**config.mk**
```make
export PLATFORM = sky130hd
export DESIGN_NAME = mux_sel_arbiter_flat
export DESIGN_NICKNAME = d
export VERILOG_FILES = /design/src/rtl/mux_sel_arbiter_if.sv /design/src/rtl/mux_sel_arbiter.sv /design/src/flat_wrapper.sv
export SDC_FILE = /design/constraint.sdc
export NUM_CORES = 1
export LEC_CHECK = 0
export BUFFER_PORTS_ARGS = -buffer_cell sky130_fd_sc_hd__buf_2
export CORE_MARGIN = 10
export CORE_UTILIZATION = 51
export DETAILED_ROUTE_END_ITERATION = 16
export PLACE_DENSITY = 0.74
export RECOVER_POWER = 100
export SETUP_SLACK_MARGIN = 0.02
export SLEW_MARGIN = 20
export SYNTH_ARGS = -nofsm -noshare
export SYNTH_HDL_FRONTEND = slang
export SYNTH_SLANG_ARGS = --single-unit
```
**constraint.sdc**
```tcl
create_clock -name clk -period 2.8 [get_ports clk]
set_input_delay 0.28 -clock clk [delete_from_list [all_inputs] [get_ports clk]]
set_output_delay 0.28 -clock clk [all_outputs]
set_load 0.05 [all_outputs]
```
**src/rtl/mux_sel_arbiter_if.sv**
```systemverilog
// mux_sel_arbiter_if -- request/grant bundle between the requesters/consumer and the mux-select arbiter.
// Revision 1.0. Optional LOCK line present when MUX_SEL_LOCK_EN is defined.
`default_nettype none

interface mux_sel_arbiter_if #(
  parameter int CNT_W = 8
);
  logic [3:0]       req;
  logic             ack;
  logic [1:0]       s;
  logic             valid;
  logic [3:0]       grant;
  logic [CNT_W-1:0] cnt;
`ifdef MUX_SEL_LOCK_EN
  logic             lock;

  modport master (output req, output ack, output lock,
                  input s, input valid, input grant, input cnt);
  modport slave  (input req, input ack, input lock,
                  output s, output valid, output grant, output cnt);
`else
  modport master (output req, output ack,
                  input s, input valid, input grant, input cnt);
  modport slave  (input req, input ack,
                  output s, output valid, output grant, output cnt);
`endif
endinterface

`default_nettype wire

```
**src/rtl/mux_sel_arbiter.sv**
```systemverilog
// mux_sel_arbiter -- round-robin 4-channel arbiter producing the 4:1 mux select with a minimum dwell.
// Revision 1.0. Define MUX_SEL_LOCK_EN to add a LOCK input that blocks ACK release.
`default_nettype none

module mux_sel_arbiter #(
  parameter int DWELL = 4,
  parameter int CNT_W = 8
) (
  input  logic               clk,
  input  logic               rst_n,
  mux_sel_arbiter_if.slave   bus
);

  localparam int               DWELL_EFF = (DWELL == 0) ? 1 : DWELL;
  localparam logic [CNT_W-1:0] DWELL_M1  = CNT_W'(DWELL_EFF - 1);
  localparam logic [CNT_W-1:0] CNT_MAX   = {CNT_W{1'b1}};

  typedef enum logic [0:0] {
    IDLE = 1'b0,
    HOLD = 1'b1
  } state_t;

  state_t           state;
  logic [1:0]       ptr;
  logic [1:0]       s_q;
  logic             valid_q;
  logic [3:0]       grant_q;
  logic [CNT_W-1:0] cnt_q;

  // First set bit of r in circular order starting at base.
  function automatic logic [1:0] pick(input logic [3:0] r, input logic [1:0] base);
    logic [1:0] res;
    logic [1:0] idx;
    logic       found;
    res   = base;
    found = 1'b0;
    for (int i = 0; i < 4; i++) begin
      idx = base + 2'(i);
      if (!found && r[idx]) begin
        res   = idx;
        found = 1'b1;
      end
    end
    return res;
  endfunction

  logic [3:0] others;
  logic [1:0] idle_win;
  logic [1:0] next_win;
  logic       lock_blk;
  logic       ack_rel;
  logic       dropped;
  logic       release_now;

`ifdef MUX_SEL_LOCK_EN
  assign lock_blk = bus.lock;
`else
  assign lock_blk = 1'b0;
`endif

  assign others      = bus.req & ~(4'b0001 << s_q);
  assign idle_win    = pick(bus.req, ptr);
  assign next_win    = pick(others, s_q + 2'd1);
  assign ack_rel     = bus.ack && !lock_blk && (cnt_q >= DWELL_M1);
  assign dropped     = !bus.req[s_q];
  assign release_now = ack_rel || dropped;

  always_ff @(posedge clk or negedge rst_n) begin
    if (!rst_n) begin
      state   <= IDLE;
      ptr     <= 2'd0;
      s_q     <= 2'd0;
      valid_q <= 1'b0;
      grant_q <= 4'b0000;
      cnt_q   <= '0;
    end else begin
      case (state)
        IDLE: begin
          if (|bus.req) begin
            s_q     <= idle_win;
            valid_q <= 1'b1;
            grant_q <= 4'b0001 << idle_win;
            cnt_q   <= '0;
            state   <= HOLD;
          end
        end
        HOLD: begin
          if (release_now) begin
            ptr <= s_q + 2'd1;
            // Hand over on the same edge so the consumer sees no idle bubble.
            if (|others) begin
              s_q     <= next_win;
              grant_q <= 4'b0001 << next_win;
              cnt_q   <= '0;
            end else begin
              valid_q <= 1'b0;
              grant_q <= 4'b0000;
              state   <= IDLE;
            end
          end else if (cnt_q != CNT_MAX) begin
            cnt_q <= cnt_q + 1'b1;
          end
        end
        default: state <= IDLE;
      endcase
    end
  end

  assign bus.s     = s_q;
  assign bus.valid = valid_q;
  assign bus.grant = grant_q;
  assign bus.cnt   = cnt_q;

endmodule

`default_nettype wire

```
**src/flat_wrapper.sv**
```systemverilog
// flat-port wrapper written by rule: the top's interface ports become plain ports
module mux_sel_arbiter_flat 
#(
  parameter int DWELL = 4,
  parameter int CNT_W = 8
)
  (clk, rst_n, bus_req, bus_ack, bus_s, bus_valid, bus_grant, bus_cnt);
  mux_sel_arbiter_if #(.CNT_W(CNT_W)) bus_i ();
  input  logic clk;
  input  logic rst_n;
  input wire logic [$bits(bus_i.req)-1:0] bus_req;
  input wire logic [$bits(bus_i.ack)-1:0] bus_ack;
  output wire logic [$bits(bus_i.s)-1:0] bus_s;
  output wire logic [$bits(bus_i.valid)-1:0] bus_valid;
  output wire logic [$bits(bus_i.grant)-1:0] bus_grant;
  output wire logic [$bits(bus_i.cnt)-1:0] bus_cnt;
  assign bus_i.req = bus_req;
  assign bus_i.ack = bus_ack;
  assign bus_s = bus_i.s;
  assign bus_valid = bus_i.valid;
  assign bus_grant = bus_i.grant;
  assign bus_cnt = bus_i.cnt;
  mux_sel_arbiter #(.DWELL(DWELL), .CNT_W(CNT_W)) u_core (.clk(clk), .rst_n(rst_n), .bus(bus_i));
endmodule
```
---- Yosys cells after proc, flatten, opt, wreduce, memory -nomap -nowiden ----
Cells that the tools add are included.
storage, ports and cells
  flip-flop bits (word level) ............. 18
  output and inout bits ................... 15
cells by class
  equality and inequality tests ........... 7
  bitwise operators ....................... 3
  shift-type cells ........................ 3
  order comparisons ....................... 10
  add/subtract/negate cells ............... 8
  reduce and logical (&&, ||, !) cells .... 22
  muxes and demuxes ....................... 51
operators with widths
  kind                                                                          count
  8-bit two-way mux                                                             4
  2-bit by 3-bit less-than comparator with 1-bit output, second input constant  9
  1-bit two-way mux                                                             21
  1-bit binary-select mux with 2-bit select                                     9
  2-bit two-way mux                                                             9
  8-bit case mux with 2 select lines                                            1
  4-bit two-way mux                                                             3
  1-bit by 2-bit left shift with 4-bit output, first input constant             3
  3-bit AND reduction                                                           3
  2-bit adder, second input constant                                            4
  8-bit by 1-bit adder with 8-bit output, second input constant                 1
  8-bit by 2-bit >= comparator with 1-bit output, second input constant         1
  8-bit != test, second input constant                                          1
  4-bit case mux with 2 select lines                                            1
  4-bit OR reduction                                                            2
  1-bit logical AND                                                             7
  1-bit logical NOT                                                             7
  2-bit by 1-bit adder with 2-bit output, second input constant                 3
  2-bit != test, second input constant                                          3
  3-bit != test, second input constant                                          2
  4-bit bitwise AND                                                             1
  4-bit NOT                                                                     1
  1-bit case mux with 2 select lines                                            2
  2-bit case mux with 2 select lines                                            1
  4 further kinds                                                               5

---- Logic depth before layout (Yosys ltp) ----
Gate-level depths: netlist of run 1.
  depth in word-level cells ............... 19
  gate-level depth with buffers ........... 9

---- Least setup slack after synthesis of run 1 ----
Ideal clock, no wire load.
  kind .................................... register to register
  from .................................... reg u_core.s_q[0], in the netlist u_core.bus.s[0]
  to ...................................... reg u_core.grant_q[0], in the netlist u_core.bus.grant[0]
  setup time .............................. 0.145 ns
  data arrival time ....................... 2.932 ns
  clock period less this slack ............ 3.077 ns
  slack ................................... -0.277 ns
  required time ........................... 2.655 ns
  stages on the path, launching flop included .. 10
  path through ............................ dfrtp_1 clkbuf_1 inv_1 ha_1 clkbuf_1 mux4_2 a2111oi_0 a21oi_1 o311ai_0 o221ai_1
on the way
  longest elaborated chain between the ends .. 19
  elaborated cells between the ends (all ways) .. 38
  those cells by class .................... 4 x add/sub; 1 x eq/ne; 2 x shift; 19 x mux; 2 x bitwise; 10 x reduce/logical
RTL lines
  what                                                                             line                   text
  from (decl)                                                                      mux_sel_arbiter.sv:25  logic [1:0] s_q;
  from (signal assigned)                                                           mux_sel_arbiter.sv:80  s_q <= idle_win;
  from (signal assigned)                                                           mux_sel_arbiter.sv:92  s_q <= next_win;
  branches (longest 19 deep; another with 2-bit by 1-bit adder with 2-bit output)  -
  to (signal assigned)                                                             mux_sel_arbiter.sv:82  grant_q <= 4'b0001 << idle_win;
  to (signal assigned)                                                             mux_sel_arbiter.sv:93  grant_q <= 4'b0001 << next_win;
  to (decl)                                                                        mux_sel_arbiter.sv:27  logic [3:0] grant_q;
Several ways; the timed one is not identified. The select of a mux whose other input is x is not followed.
A chain may end at the register's enable or synchronous reset.

---- Final worst setup path of run 1 ----
  from .................................... reg u_core.s_q[1], in the netlist u_core.bus.s[1]
  to ...................................... reg u_core.grant_q[0], in the netlist u_core.bus.grant[0]
The elaborated chain is that of the path after synthesis.

==> reports/results.ini, run 1 <==
[detailed_routing]
detailroute.via_count=1434
drt.antenna.violating_nets=0
dr_wl_met3_um=217
length_of_routed_met2_wiring_mm=1.95
wire_per_inst_um=18.1
drt-vias-per-instance=6.64
highest_layer=met4
detail_route.iter0.violations=186
drc=0
finalWirelength_mm=3.90
wl_met1_mm=1.63
firstDrtPassIters=4

[worst_setup_path]
critical_path_arrival_ns=2.79
crit_path_max_delay_family=compound AO/OA/AOI/OAI gates
timing.critical_path.buf_inv=1
worst_path_largest_cell_delay_ns=0.54
worstReg2RegEnd=u_core.bus.grant[0]
critical_path_required_ns=2.97
crit_fanout=5
timing.critical_path.cells=inv_1 -> ha_1 -> mux4_2 -> or2_2 -> o311ai_0 -> o221ai_1
r2r.worst_path.cells=6
kind_of_capture_point_of_the_worst_setup_path=register
timing_worst_setup_path_type=reg2reg
timing.critical_path.from_type=register
rrSetupSlack_ns=0.18
critical_path.reg2reg.startpoint=u_core.bus.s[1]
cpMaxStageDelayCell=mux4_2

[yosys]
synth_enable_flop_cells=0
mapped_cells=164
synth_seq_area_share=0.308
post-synth-top-count-cell=nand2_1
syn-mean-instance-area_sq_um=8.93
ys.warnings.count=0
syn_nets=176
netlist_top_cells_area=dfrtp_1 31%, o21ai_0 5.1%, nand2_1 4.9%
synthFlopType=dfrtp_1
ys_seq_elements=18
post-synth-top-area-fraction=0.308
async_reset_ff_frac=1.00
post_synth_instance_area_sq_um=1460
netlist.top_cell.by_area=dfrtp_1
netlist-cell-type-count=51
ys_top_cells_by_count=19 x nand2_1, 18 x dfrtp_1, 15 x o21ai_0

[clock_tree]
count_of_instances_resized_after_the_clock_tree_is_built=0
htreeDepth=1
clockBufferDepth=2
cts_made_buffers=3
tritoncts=built
clock_latency_ns=0.31
total_number_of_clock_tree_sinks=18
cts_root_buffer=clkbuf_4
clkSlewWorstSetupHoldPaths_ns=0.11

[floorplan]
die_y_um=73.6
floorplan.die.width_um=73.6
ioPinCount=22
core-area_sq_um=2760
die_area_sq_um=5410
fp-row-count=19
start_util=0.531

[sta]
period_share=0.937
slew_headroom=0.304
post-route-min-period_ns=2.62
final-setup-viol-count=0
final_layout_worst_hold_slack_ns=0.417
layout_setup_ws_ns=0.176
hold_viol=0
finClkSkew_ns=0.00590
maxClockFrequency_mhz=381
grt_setup_unrepaired=no
setup_total_negative_slack_ns=0
worst_slew_pin_slew_ns=1.04
slew_violations=0

[cells_and_area]
fin_nets=198
fill_cells=264
ratio_of_cells_with_drive_above_1_in_the_final_layout=0.157
diode_insertion_count_for_antenna_repair=0
area_delta_synth_final_pct=10.2

[grt]
grt_antenna_before_repair=0
overflow=0
largest_net_degree_at_the_start_of_global_routing=19
grt_pass1_vias=1417
grt_first_pass_wirelength_mm=6.43
globalRouteTotalUtil=0.144

[worst_hold_path]
hold_path_class=in2reg
hold_critical_path_endpoint=u_core.bus.valid
worst_hold_startpoint=bus_ack
hold_path_depth=4

[power]
switching_share=0.523
internal_pwr_total_w=0.000910
clock_power_share=0.089
switchingPower_w=0.00100
pwr_per_cell_area_nw_per_um2=1180
vdd_drop_max_uv=937
cellLeakagePower_nw=0.678
power.share.sequential=0.227
power.share.combinational=0.684

[place]
place_worst_setup_slack_ns=0.247
gp_congestion=0.985
final_hpwl_dp_mm=2.93
port_buffers=21

[status]
status=finished, final reports clean

[run]
cap_viol_max_count=0

==> worst min-delay path, stage by stage <==
cell and delay (ns):
buf_2 0.12, o41ai_4 0.08, a21oi_1 0.08, o21ai_0 0.13
==> power groups by stage <==
stage	sequential, W	clock, W	combinational [W]
2_1_floorplan	0.000623	0	0.000834
3_3_place_gp	0.000426	0	0.00130
3_5_place_dp	0.000433	0	0.00132
4_1_cts	0.000428	0.000172	0.00133
5_1_grt	0.000445	0.000180	0.00142
6_report	0.000433	0.000169	0.00131
==> per-layer routing <==
layer,vias up,global-route usage
met2,52,0.255
met4,0,0.0766
li1,675,-
met5,-,0
met3,8,0.0121
met1,699,0.167
==> layout by cell type, fill, tap and decap left out, types with 3 or more instances in the layout <==
master / count
buf_2: 5
dfrtp_1: 17
ha_1: 5
o31ai_1: 5
nor2_1: 5
nand3_1: 3
or4_1: 5
clkbuf_1: 17
a21oi_1: 9
o221ai_1: 3
inv_1: 7
o21ai_0: 15
nor2b_1: 7
clkbuf_4: 3
nand2_1: 19
mux4_2: 3
mux2_2: 3
nand4_1: 3
mux2i_1: 3
nor3_1: 5
buf_4: 3
==> state kept, by name, indices dropped and copies added, names as in the netlist <==
signal and flops:
u_core.bus.cnt 8, u_core.bus.grant 4, u_core.bus.s 2, u_core.bus.valid 1, u_core.ptr 2, u_core.state 1
==> how the worst max path moves through the flow <==
stage	startpoint	endpoint	cells after the start
finish	u_core.bus.s[1]	u_core.bus.grant[0]	6
global route	u_core.bus.s[1]	u_core.bus.grant[0]	8
CTS	u_core.bus.cnt[0]	u_core.bus.cnt[4]	7
detailed placement	u_core.bus.cnt[0]	u_core.bus.cnt[4]	7
global placement	u_core.bus.cnt[0]	u_core.bus.cnt[0]	6
floorplan	u_core.bus.s[0]	u_core.bus.grant[0]	7
==> cells by family (layout without fill, tap and decap cells) <==
group | after synthesis | after routing | share of synthesized area
compound gates | 55 | 55 | 0.276
fa+ha+maj | 5 | 5 | 0.0427
buf+inv | 16 | 37 | 0.0470
flops | 18 | 18 | 0.308
mux | 10 | 10 | 0.100
simple gates | 60 | 60 | 0.227
==> through the flow <==
| stage | cell area, sq um | instances | power (W) | utilization |
|---|---|---|---|---|
| floorplan | 1470 | 164 | 0.00146 | - |
| global placement | 1600 | 211 | 0.00172 | 0.580 |
| detailed placement | 1600 | 211 | 0.00176 | 0.580 |
| CTS | 1650 | 216 | 0.00193 | 0.597 |
| global route | 1610 | 216 | 0.00205 | 0.585 |
| finish | 1610 | 216 | 0.00191 | 0.585 |
==> cell type report <==
class,count,area [sq um],area share
Timing Repair Buffer,26,121,0.0753
Inverter,7,26.3,0.0163
Sequential cell,18,454,0.282
Multi-Input combinational cell,130,936,0.580
Clock buffer,4,36.3,0.0225
Tap cell,31,38.8,0.0240
==> what timing repair did <==
| action | CTS | global route |
|---|---|---|
| hold endpoints to repair | 18 | 0 |
| hold buffers | 1 | 0 |
| buffers inserted | 0 | 0 |
No activity file was read; power rests on OpenSTA's default activity.
==> run 2, diff against run 1 <==
--- a/config.mk
+++ b/config.mk
@@ -5,7 +5,7 @@
 export SDC_FILE = /design/constraint.sdc
 export NUM_CORES = 1
 export LEC_CHECK = 0
-export BUFFER_PORTS_ARGS = -buffer_cell sky130_fd_sc_hd__buf_2
+export BUFFER_PORTS_ARGS = -buffer_cell sky130_fd_sc_hd__buf_4
 export CORE_MARGIN = 10
 export CORE_UTILIZATION = 51
 export DETAILED_ROUTE_END_ITERATION = 16
==> run 2 against run 1 <==
Via count down 0.91%. Die area unchanged. Global-route usage about the same. Sequential power about the same. Largest cell class unchanged. Total power down 0.15%. Clock skew up 0.0043 ns. Highest routed layer unchanged. Clock power down 3%. Maximum frequency up 1.6%. Register-to-register slack better by 0.04 ns. Critical endpoint is now u_core.bus.cnt[2]. Sequential share of layout area down 0.24 points. Final cell count unchanged. Largest power group unchanged.
==> reports/results.ini, run 2 (same netlist as run 1, synthesis figures left out) <==
[clock_tree]
cts_root_buffer=clkbuf_4
cts_made_buffers=3
tritoncts=built
htreeDepth=1
clockBufferDepth=2
clock_latency_ns=0.30
count_of_instances_resized_after_the_clock_tree_is_built=0
total_number_of_clock_tree_sinks=18
clkSlewWorstSetupHoldPaths_ns=0.11

[worst_setup_path]
kind_of_capture_point_of_the_worst_setup_path=register
timing.critical_path.from_type=register
timing_worst_setup_path_type=reg2reg
critical_path_arrival_ns=2.82
critical_path_required_ns=3.04
crit_fanout=10
r2r.worst_path.cells=7

[cells_and_area]
area_delta_synth_final_pct=11.1
fill_cells=270
fin_nets=198
ff_latch_area_sq_um=454
multiInputGateArea_sq_um=936
diode_insertion_count_for_antenna_repair=0
largest_register_ffs=8
layout.cells.most_common_list=19 x nand2_1, 17 x dfrtp_1, 16 x clkbuf_1
ratio_of_cells_with_drive_above_1_in_the_final_layout=0.162
layout_commonest_cell=nand2_1
fin_area_sq_um=1630

[floorplan]
die_y_um=73.6
fp-row-count=19
die_area_sq_um=5410
floorplan.die.width_um=73.6
core-area_sq_um=2760
start_util=0.531
ioPinCount=22

[power]
cellLeakagePower_nw=0.685
power.share.combinational=0.686
switchingPower_w=0.000995
vdd_drop_max_uv=844
clock_power_share=0.086
pwr_per_cell_area_nw_per_um2=1170
power.share.sequential=0.228
internal_pwr_total_w=0.000912
switching_share=0.522

[sta]
finClkSkew_ns=0.0102
worst_slew_pin_slew_ns=1.02
setup_total_negative_slack_ns=0
slew_headroom=0.323
period_share=0.922
maxClockFrequency_mhz=387
final_layout_worst_hold_slack_ns=0.419
layout_setup_ws_ns=0.218
grt_setup_unrepaired=no
slew_violations=0
hold_viol=0
final-setup-viol-count=0
post-route-min-period_ns=2.58

[grt]
largest_net_degree_at_the_start_of_global_routing=19
globalRouteTotalUtil=0.144
overflow=0
grt_first_pass_wirelength_mm=6.44
grt_antenna_before_repair=0
grt_pass1_vias=1385

[detailed_routing]
drt-vias-per-instance=6.58
finalWirelength_mm=3.93
drc=0
detail_route.iter0.violations=78
firstDrtPassIters=4
detailroute.via_count=1421
wire_per_inst_um=18.2
drt.antenna.violating_nets=0

[run]
cap_viol_max_count=0

[worst_hold_path]
hold_path_class=in2reg
hold_path_depth=4

[place]
gp_congestion=0.934
post_dp_cell_area_sq_um=1650
final_hpwl_dp_mm=2.92
port_buffers=21
place_worst_setup_slack_ns=0.248

[status]
status=finished, final reports clean

[run 2: cell count changes in the layout (fill, tap and decap cells not counted)]
cell	change
buf_2	-5
buf_4	+5
clkbuf_1	-1
clkbuf_2	+1
[run 2: stage by stage]
| stage | std cells | utilization | total power, W |
|---|---|---|---|
| floorplan | 164 | - | 0.00146 |
| global route | 216 | 0.590 | 0.00205 |
| CTS | 216 | 0.616 | 0.00198 |
| global placement | 211 | 0.599 | 0.00177 |
| finish | 216 | 0.590 | 0.00191 |
| detailed placement | 211 | 0.599 | 0.00181 |
[run 2: layer usage]
layer,wire length (um),vias to the layer above,track usage
met5,0,-,0
met4,110,0,0.0704
met3,162,11,0.0202
met2,1910,41,0.236
met1,1750,684,0.179
li1,-,685,-
[run 2: area by class of cell]
class,count,share of cell area
clock buffers,4,0.0223
inverters,7,0.0162
multi-input cells,130,0.575
flip-flops and latches,18,0.279
well taps,31,0.0238
repair buffers,26,0.0831
[run 2: path summary, 6_finish.rpt]
check / slack (ns) / startpoint / endpoint
max: 0.22 / u_core.bus.cnt[0] / u_core.bus.cnt[2]
min: 0.42 / bus_ack / u_core.bus.valid
max reg2reg: 0.22 / u_core.bus.cnt[0] / u_core.bus.cnt[2]
min reg2reg: 0.51 / u_core.bus.grant[2] / u_core.bus.grant[2]
max in group asynchronous: 1.42 / rst_n / u_core.bus.s[0]
min in group asynchronous: 0.65 / rst_n / u_core.bus.cnt[2]
[run 2: power groups by stage]
| stage | Combinational (W) | Clock (W) | Sequential (W) |
|---|---|---|---|
| 3_3_place_gp | 0.00134 | 0 | 0.000429 |
| 2_1_floorplan | 0.000834 | 0 | 0.000623 |
| 5_1_grt | 0.00143 | 0.000175 | 0.000443 |
| 6_report | 0.00131 | 0.000164 | 0.000435 |
| 4_1_cts | 0.00138 | 0.000165 | 0.000433 |
| 3_5_place_dp | 0.00137 | 0 | 0.000438 |
[run 2: critical path: stages (launching register included)]
cell,delay [ns]
dfrtp_1,0.43
ha_1,0.25
or4_4,0.45
o41ai_4,0.36
a211oi_1,0.17
buf_4,0.20
or4_1,0.52
a21oi_1,0.13
[run 2: what timing repair did]
action | 4_1_cts | 5_1_grt
hold buffers | 1 | 0
setup buffers | 0 | 0
endpoints found under the hold margin | 18 | 0
==> run 3, diff against run 2 <==
--- a/config.mk
+++ b/config.mk
@@ -7,9 +7,9 @@
 export LEC_CHECK = 0
 export BUFFER_PORTS_ARGS = -buffer_cell sky130_fd_sc_hd__buf_4
 export CORE_MARGIN = 10
-export CORE_UTILIZATION = 51
+export CORE_UTILIZATION = 30
 export DETAILED_ROUTE_END_ITERATION = 16
-export PLACE_DENSITY = 0.74
+export PLACE_DENSITY = 0.48
 export RECOVER_POWER = 100
 export SETUP_SLACK_MARGIN = 0.02
 export SLEW_MARGIN = 20
==> run 3 against run 2 <==
Critical endpoint is now u_core.bus.cnt[0]. Maximum frequency about the same. Flip-flop and latch count unchanged. Highest routed layer unchanged. Count of clock-buffer cells in the layout unchanged. Global-route usage decreased by 4.1 points.
==> reports/results.ini, run 3 (same netlist as run 1, synthesis figures left out) <==
[power]
pwr_per_cell_area_nw_per_um2=1160
vdd_drop_max_uv=744
cellLeakagePower_nw=0.702

[worst_hold_path]
hold_path_class=in2reg
hold_path_depth=4
worst_hold_startpoint=bus_ack

[worst_setup_path]
r2r.worst_path.cells=6
kind_of_capture_point_of_the_worst_setup_path=register
critical_path_arrival_ns=2.72
timing_worst_setup_path_type=reg2reg
crit_path_start=u_core.bus.cnt[0]
crit_fanout=6
timing.critical_path.from_type=register
critical_path.reg2reg.startpoint=u_core.bus.cnt[0]
critical_path_required_ns=2.94

[sta]
maxClockFrequency_mhz=387
final-setup-viol-count=0
post-route-min-period_ns=2.58
worst_slew_pin_slew_ns=1.02
hold_viol=0
period_share=0.922
final_layout_worst_hold_slack_ns=0.493
grt_setup_unrepaired=no
slew_violations=0
setup_total_negative_slack_ns=0
finClkSkew_ns=0.00304
slew_headroom=0.317

[clock_tree]
tritoncts=built
count_of_instances_resized_after_the_clock_tree_is_built=0
cts_root_buffer=clkbuf_8
cts_hold_buffers=1
total_number_of_clock_tree_sinks=18
htreeDepth=1
cts_made_buffers=3
clock_latency_ns=0.25
clockBufferDepth=2
clkSlewWorstSetupHoldPaths_ns=0.08
postCtsSetupRepairBufs=0

[detailed_routing]
detailroute.via_count=1415
drt.antenna.violating_nets=0
detail_route.iter0.violations=57
wire_per_inst_um=16.5
drc=0
firstDrtPassIters=4
drt-vias-per-instance=5.59
finalWirelength_mm=4.17

[cells_and_area]
layout.cells.most_common_list=19 x nand2_1, 17 x dfrtp_1, 15 x o21ai_0, 15 x clkbuf_1, 10 x buf_4
ratio_of_cells_with_drive_above_1_in_the_final_layout=0.167
fin_nets=199
layout_commonest_cell=nand2_1
largest_register_ffs=8
diode_insertion_count_for_antenna_repair=0
area_delta_synth_final_pct=16.0

[grt]
grt_pass1_vias=1417
globalRouteTotalUtil=0.103
grt_first_pass_wirelength_mm=7.04
overflow=0
largest_net_degree_at_the_start_of_global_routing=19
grt_antenna_before_repair=0

[place]
gp_congestion=0.894
port_buffers=21
final_hpwl_dp_mm=3.15

[floorplan]
die_area_sq_um=8070
floorplan.die.width_um=89.9
die_y_um=89.9
ioPinCount=22
start_util=0.310
fp-row-count=25
core-area_sq_um=4720

[status]
status=finished, final reports clean

[run]
cap_viol_max_count=0

## run 3: cell types whose count changed in the layout (fill, tap and decap cells not counted), sizes merged
cell / delta
buf: +2
clkbuf: -1
## run 3: final timing paths
check	endpoint	slack, ns
setup / recovery	u_core.bus.cnt[0]	0.22
hold / removal	u_core.bus.valid	0.49
setup reg to reg	u_core.bus.cnt[0]	0.22
hold reg to reg	u_core.bus.grant[0]	0.49
max in group asynchronous	u_core.bus.s[0]	1.35
min in group asynchronous	u_core.bus.cnt[2]	0.72
## run 3: per-stage QoR
stage / utilization / std cells / total power (W) / area (sq um) / worst slack, ns
after floorplan: - / 164 / 0.00146 / 1470 / 0.0968
after global placement: 0.361 / 248 / 0.00182 / 1700 / 0.327
after detailed placement: 0.361 / 248 / 0.00183 / 1700 / 0.277
after CTS: 0.375 / 253 / 0.00205 / 1770 / 0.264
after global routing: 0.359 / 253 / 0.00213 / 1700 / 0.0555
final: 0.359 / 253 / 0.00196 / 1700 / 0.219
## run 3: cell type report
type	count	area, sq um
timing repair buffer	27	146
tap	67	83.8
clock buffer	4	55.1
sequential	18	454
inverter	7	26.3
fill	515	3030
multi-input combinational	130	932
## run 3: report_power, final
part | switching (W) | internal, W
Sequential | 0.0000777 | 0.000348
Combinational | 0.000824 | 0.000494
Clock | 0.0000941 | 0.000125
## run 3: per-layer routing
metal	vias up	track usage	part of all wire
li1	685	-	-
met1	689	0.125	0.47
met2	33	0.175	0.48
met3	8	0.0191	0.032
met4	0	0.0385	0.018
met5	-	0	0
## run 3: critical path, stage by stage, from the launching register on
cell      delay, ns
dfrtp_1        0.43
ha_1           0.24
or4_1          0.47
o41ai_4        0.36
a211oi_1       0.15
or3_2          0.49
mux2_1         0.32
